[src/rtl/pe_ofmap_drain.sv]
// pe_ofmap_drain: buffers up to DEPTH opsum frames from the PE array and serializes
// them lane 0..LANES-1 onto a valid/ready stream. Optional build macro: RELU_QUANT_EN.
module pe_ofmap_drain #(
    parameter int LANES  = 8,
    parameter int DATA_W = 32,
    parameter int DEPTH  = 2
) (
    input  logic                     clk,
    input  logic                     rst,
    input  logic                     in_valid,
    input  logic [LANES*DATA_W-1:0]  in_ofmap,
    output logic                     in_ready,
    output logic                     out_valid,
    input  logic                     out_ready,
    output logic [DATA_W-1:0]        out_data,
    output logic [$clog2(LANES)-1:0] out_lane,
    output logic                     out_last,
    input  logic [4:0]               shift_cfg,
    input  logic                     clr_ovf,
    output logic                     overflow,
    output logic [15:0]              frame_cnt
);
    localparam int LANE_W  = $clog2(LANES);
    localparam int PTR_W   = $clog2(DEPTH);
    localparam int CNT_W   = PTR_W + 1;
    localparam int FRAME_W = LANES * DATA_W;
    localparam logic [LANE_W-1:0] LAST_LANE = LANE_W'(LANES - 1);
    localparam logic [CNT_W-1:0]  FULL_CNT  = CNT_W'(DEPTH);

    typedef enum logic [0:0] {IDLE, SEND} state_t;

    state_t              state;
    logic [FRAME_W-1:0]  frame_mem [DEPTH];
    logic [PTR_W-1:0]    wr_ptr, rd_ptr, wr_ptr_inc, rd_ptr_inc;
    logic [CNT_W-1:0]    count, count_next;
    logic [LANE_W-1:0]   lane_inc;
    logic [DATA_W-1:0]   out_word;
    logic [FRAME_W-1:0]  cur_frame, next_frame;
    logic                full, beat, pop, push, drop;

    // NOTE: every signal gets a default at the top of the block so no path leaves it
    // unassigned and no latch is inferred.
    always_comb begin
        full       = (count == FULL_CNT);
        beat       = out_valid && out_ready;
        pop        = beat && (out_lane == LAST_LANE);
        push       = in_valid && (!full || pop);
        drop       = in_valid && full && !pop;
        wr_ptr_inc = wr_ptr + PTR_W'(1);
        rd_ptr_inc = rd_ptr + PTR_W'(1);
        lane_inc   = out_lane + LANE_W'(1);
        count_next = count;
        if (push && !pop) begin
            count_next = count + CNT_W'(1);
        end else if (pop && !push) begin
            count_next = count - CNT_W'(1);
        end
        cur_frame  = frame_mem[rd_ptr];
        // A frame arriving on the pop edge may be the very next one to send.
        next_frame = (push && (wr_ptr == rd_ptr_inc)) ? in_ofmap : frame_mem[rd_ptr_inc];
    end

    // NOTE: the frame store has no reset; count and the pointers decide which slots
    // hold live data, so clearing the array would buy nothing.
    always_ff @(posedge clk) begin
        if (push) begin
            frame_mem[wr_ptr] <= in_ofmap;
        end
    end

    always_ff @(posedge clk or negedge rst) begin
        if (!rst) begin
            wr_ptr   <= '0;
            rd_ptr   <= '0;
            count    <= '0;
            in_ready <= 1'b1;
            overflow <= 1'b0;
        end else begin
            // NOTE: non-blocking assignments so every register samples pre-edge values
            // regardless of statement order.
            if (push) wr_ptr <= wr_ptr_inc;
            if (pop)  rd_ptr <= rd_ptr_inc;
            count    <= count_next;
            in_ready <= (count_next < FULL_CNT);
            if (clr_ovf) begin
                overflow <= 1'b0;
            end else if (drop) begin
                overflow <= 1'b1;
            end
        end
    end

    always_ff @(posedge clk or negedge rst) begin
        if (!rst) begin
            state     <= IDLE;
            out_valid <= 1'b0;
            out_lane  <= '0;
            out_last  <= 1'b0;
            out_word  <= '0;
            frame_cnt <= '0;
        end else begin
            case (state)
                IDLE: begin
                    if (count != '0) begin
                        state     <= SEND;
                        out_valid <= 1'b1;
                        out_lane  <= '0;
                        out_last  <= 1'b0;
                        out_word  <= cur_frame[0 +: DATA_W];
                    end
                end
                SEND: begin
                    if (beat) begin
                        if (out_lane != LAST_LANE) begin
                            out_lane <= lane_inc;
                            out_last <= (lane_inc == LAST_LANE);
                            out_word <= cur_frame[int'(lane_inc) * DATA_W +: DATA_W];
                        end else begin
                            frame_cnt <= frame_cnt + 16'd1;
                            out_lane  <= '0;
                            out_last  <= 1'b0;
                            if (count_next != '0) begin
                                out_word <= next_frame[0 +: DATA_W];
                            end else begin
                                state     <= IDLE;
                                out_valid <= 1'b0;
                                out_word  <= '0;
                            end
                        end
                    end
                end
                default: state <= IDLE;
            endcase
        end
    end

`ifdef RELU_QUANT_EN
    logic [DATA_W-1:0] relu_word, shifted_word;

    always_comb begin
        relu_word    = out_word[DATA_W-1] ? '0 : out_word;
        shifted_word = relu_word >> shift_cfg;
        out_data     = '0;
        out_data[7:0] = (shifted_word > DATA_W'(255)) ? 8'hFF : shifted_word[7:0];
    end
`else
    logic unused_shift;

    assign unused_shift = ^shift_cfg;
    assign out_data     = out_word;
`endif

endmodule
[config.mk]
export PLATFORM = sky130hd
export DESIGN_NAME = pe_ofmap_drain
export DESIGN_NICKNAME = d
export VERILOG_FILES = /design/src/rtl/pe_ofmap_drain.sv
export SDC_FILE = /design/constraint.sdc
export NUM_CORES = 1
export LEC_CHECK = 0
export ABC_CLOCK_PERIOD_IN_PS = 21200
export BUFFER_PORTS_ARGS = -buffer_cell sky130_fd_sc_hd__buf_2
export CORE_ASPECT_RATIO = 1.4
export CORE_MARGIN = 3
export CORE_UTILIZATION = 52
export DETAILED_ROUTE_END_ITERATION = 10
export GPL_ROUTABILITY_DRIVEN = 0
export PLACE_DENSITY = 0.76
export SYNTH_ARGS = -nofsm -noshare
export SYNTH_HDL_FRONTEND = slang
export SYNTH_SLANG_ARGS = --single-unit
[constraint.sdc]
create_clock -name clk -period 21.2 [get_ports clk]
set_clock_uncertainty 0.15 [all_clocks]
set_input_delay 4.24 -clock clk [delete_from_list [all_inputs] [get_ports clk]]
set_output_delay 4.24 -clock clk [all_outputs]
set_load 0.05 [all_outputs]
==> results.md <==
- Area of the placeable core: 46,200 sq um
- Hold bufs inserted after CTS: 0
- Via count of the first global-routing pass: 16,055
- Largest driver fanout on the critical path: between 100 and 150
- Hold slack final: approximately 0.32 ns
- Seq cells post-synth: 572
- Share of cells above drive strength 1: 30.0%
- Synth Area in Simple Gates: 4.82%
- Worst Setup End Kind: register
- DRT Pass-1 Iters: 5
- Die Height: 262 um
- Compound-cell area share of the yosys netlist: 10.1%
- TritonCTS buffer count: 53
- Average routed wire per standard cell: 24.8 um
- Antenna violations before repair: 24
- Setup slack of the most critical reg-to-reg path: 16.23 ns
- Startpoint Class: input port
- Die X-Extent: approximately 190 um
- Number of buffers inserted by post-CTS setup repair: 0
- RSZ-0062 raised after global routing: no
- Main combinational cell family by area after synthesis: multiplexers
- Slew HR: 16.1%
- H-Tree Depth: 2
- Total gr overflow: 0
- Final hold violations: 0
- Cell type with the highest aggregate area in the netlist: sky130_fd_sc_hd__edfxtp_1
- Full die area: 49,600 sq um
- Filler cells: between 3,000 and 4,000
- Iteration-0 DRC count of the detailed router: 1,383
- Post-Synthesis Cell Area: 24,400 sq um
- Mean cell area of the mapped netlist: around 16 sq um
- Post-synthesis net count: 1,799
- DRC violation count after routing: 0
- Maximum clock frequency: 135 MHz
- NumNets Final: 2,084
- Async set-reset flop share out of synthesis: a little over a tenth
- Setup Crit Path Kind: input port to register
- Growth of design area from synthesis to finish: 16.1%
- Number of core rows: 93
- Deepest clock path buffer count: 3
- Most frequent cell after synthesis: sky130_fd_sc_hd__edfxtp_1
- Total chip power: 4.35 mW
- Wire length of the first global-routing pass: 93,700 um
- Status: finished, final reports clean
- Final-report max-slew violation count: 0
- Count of yosys warnings during synthesis: 0
- Core Util, Final: approximately three fifths
- Power Dens Cells: 154 nW/um^2
- Arrival time worst endpoint: 7.74 ns
- Count of port buffers added during placement: 315
- Root Driver: sky130_fd_sc_hd__clkbuf_16
- TritonCTS clock tree: done
- Final Critical Period: 7.40 ns
- Clock tree sinks: around 570
- Via density per instance: between 6 and 7
- Dominant synthesized flop cell: sky130_fd_sc_hd__edfxtp_1
- Fraction of synthesized cell area taken by the top area cell type: 63.0%
- Number of failing setup endpoints in the final timing report: 0
- Share of the synthesized netlist area taken by xor and xnor gates: 0.646%
- Total detailed-routing wirelength: ~62,000 um
- Number of maximum-capacitance violations: 0
- Count of cells resized by post-cts repair: 0
- Total Neg Setup Slack: 0 ns
- Clock transition at path regs: 0.07 ns
- Final ANT Viol Nets: 0
- Max VDD drop: 130 uV
- Leakage component of the power: 10.3 nW
- Leading cell types by total area after synthesis: sky130_fd_sc_hd__edfxtp_1 (63%), sky130_fd_sc_hd__mux4_2 (6.9%), sky130_fd_sc_hd__dfrtp_1 (6.1%), sky130_fd_sc_hd__mux2i_1 (4.0%), sky130_fd_sc_hd__mux2_2 (1.5%)
- Number of different library cells in the post-synthesis netlist: 63
- Vias after detailed routing: 15,264
- Cells after Synth: between 1,500 and 2,000
- Ports placed on the boundary: 321
- Commonest cells post-synth: sky130_fd_sc_hd__edfxtp_1 (512), sky130_fd_sc_hd__mux2i_1 (97), sky130_fd_sc_hd__mux4_2 (75), sky130_fd_sc_hd__a21oi_1 (73), sky130_fd_sc_hd__nor2_1 (72)
- Synth Area in Adders: less than 1%
- Clock Latency Late Sink: 0.58 ns
- Final HPWL from detailed placement: 39,200 um
- Data required time at the worst endpoint: approximately 22 ns
- Maximum number of pins on one net before global-route repair: 141
- Total track usage: 24.6%
- Mux cell area share after synthesis: 12.4%
- EDFF count, synth: 512
- Slew @ Worst Pin: between 1 and 1.5 ns
- Final cycle utilization of the critical path: 34.9%
- Fraction of the yosys area taken by sequential cells: 69.2%
- Initial core utilization: between 50% and 60%
- Class of the tightest hold or removal check: register to register
==> through the flow <==
step           std cells  instance area [sq um]  worst slack [ns]
2_1_floorplan       1527                  24400              5.37
3_3_place_gp        2374                  26500             13.39
3_5_place_dp        2374                  26500             13.26
4_1_cts             2473                  28300             13.79
5_1_grt             2485                  28300             13.54
6_report            2488                  28300             13.80
==> path summary, 6_finish.rpt <==
| path | startpoint | endpoint | depth (start not counted) |
|---|---|---|---|
| setup / recovery | out_ready | out_data[16] | 9 |
| hold / removal | frame_cnt[15] | frame_cnt[15] | 1 |
| setup reg to reg | out_lane[0] | out_data[16] | 11 |
| hold reg to reg | frame_cnt[15] | frame_cnt[15] | 1 |
| max in group asynchronous | rst | rd_ptr | 1 |
| min in group asynchronous | rst | out_data[20] | 1 |
==> report_power, final <==
group          total [mW]  switching (mW)  internal, mW
sequential           1.66           0.115          1.55
clock               0.977           0.415         0.563
combinational        1.71            1.09         0.628
total                4.35            1.61          2.74
==> routing by layer <==
layer / track usage [%] / wire length (um) / up-vias
met1: 29.5 / 21900 / 7632
met3: 4.60 / 4380 / 190
met2: 43.9 / 32800 / 685
li1: - / - / 6739
met5: 0 / 129 / -
met4: 9.59 / 2480 / 18
==> cells by family after synthesis <==
| family | Yosys count |
|---|---|
| DFF | 572 |
| AOI/OAI and AO/OA | 353 |
| and+or+nand+nor | 248 |
| muxes | 205 |
| buffers and inverters | 125 |
| xor gates and xnor gates | 18 |
| adders and majority gates | 6 |
==> worst max-delay path: stages <==
cell	delay (ns)
sky130_fd_sc_hd__buf_2	0.16
sky130_fd_sc_hd__nand3_2	0.20
sky130_fd_sc_hd__a21oi_2	0.25
sky130_fd_sc_hd__nand2_2	0.43
sky130_fd_sc_hd__inv_8	0.78
sky130_fd_sc_hd__buf_4	0.95
sky130_fd_sc_hd__a31oi_1	0.15
sky130_fd_sc_hd__a211o_1	0.33
sky130_fd_sc_hd__a31oi_1	0.20
==> sequential cells by signal (all words and copies together) (netlist names) <==
| name | count |
|---|---|
| state | 1 |
| rd_ptr | 1 |
| frame_cnt | 16 |
| frame_mem | 512 |
| in_ready | 1 |
| out_lane | 3 |
| count | 2 |
| out_last | 1 |
| out_valid | 1 |
| out_data | 32 |
| overflow | 1 |
| wr_ptr | 1 |
==> area by class of cell <==
type	instances	area, sq um	share of cell area (%)
clock inverter	32	352	1.24
multi-input combinational	830	6970	24.6
antenna	15	37.5	0.133
timing repair buffer	339	1770	6.26
inverter	16	67.6	0.239
sequential	572	16900	59.6
tap	617	772	2.73
clock buffer	67	1450	5.13
==> cells in the final DEF, fill, tap and decap left out, drive strengths merged, types with 6 or more instances in the layout <==
cell type	count
o21ai	61
a221o	12
a21oi	74
ha	6
xnor2	9
a2bb2oi	32
nand4	6
nor2	73
a211o	10
xor2	9
nand2	72
diode	15
clkinvlp	6
o22ai	11
a31oi	38
nand3	29
mux2i	97
o221ai	12
clkinv	14
mux2	33
dfrtp	59
o32a	18
a22oi	24
a311oi	19
mux4	75
buf	339
edfxtp	512
o211ai	16
bufinv	6
inv	22
clkbuf	67
nor3	10
nand2b	35
Power figures use the tool's default switching activity.
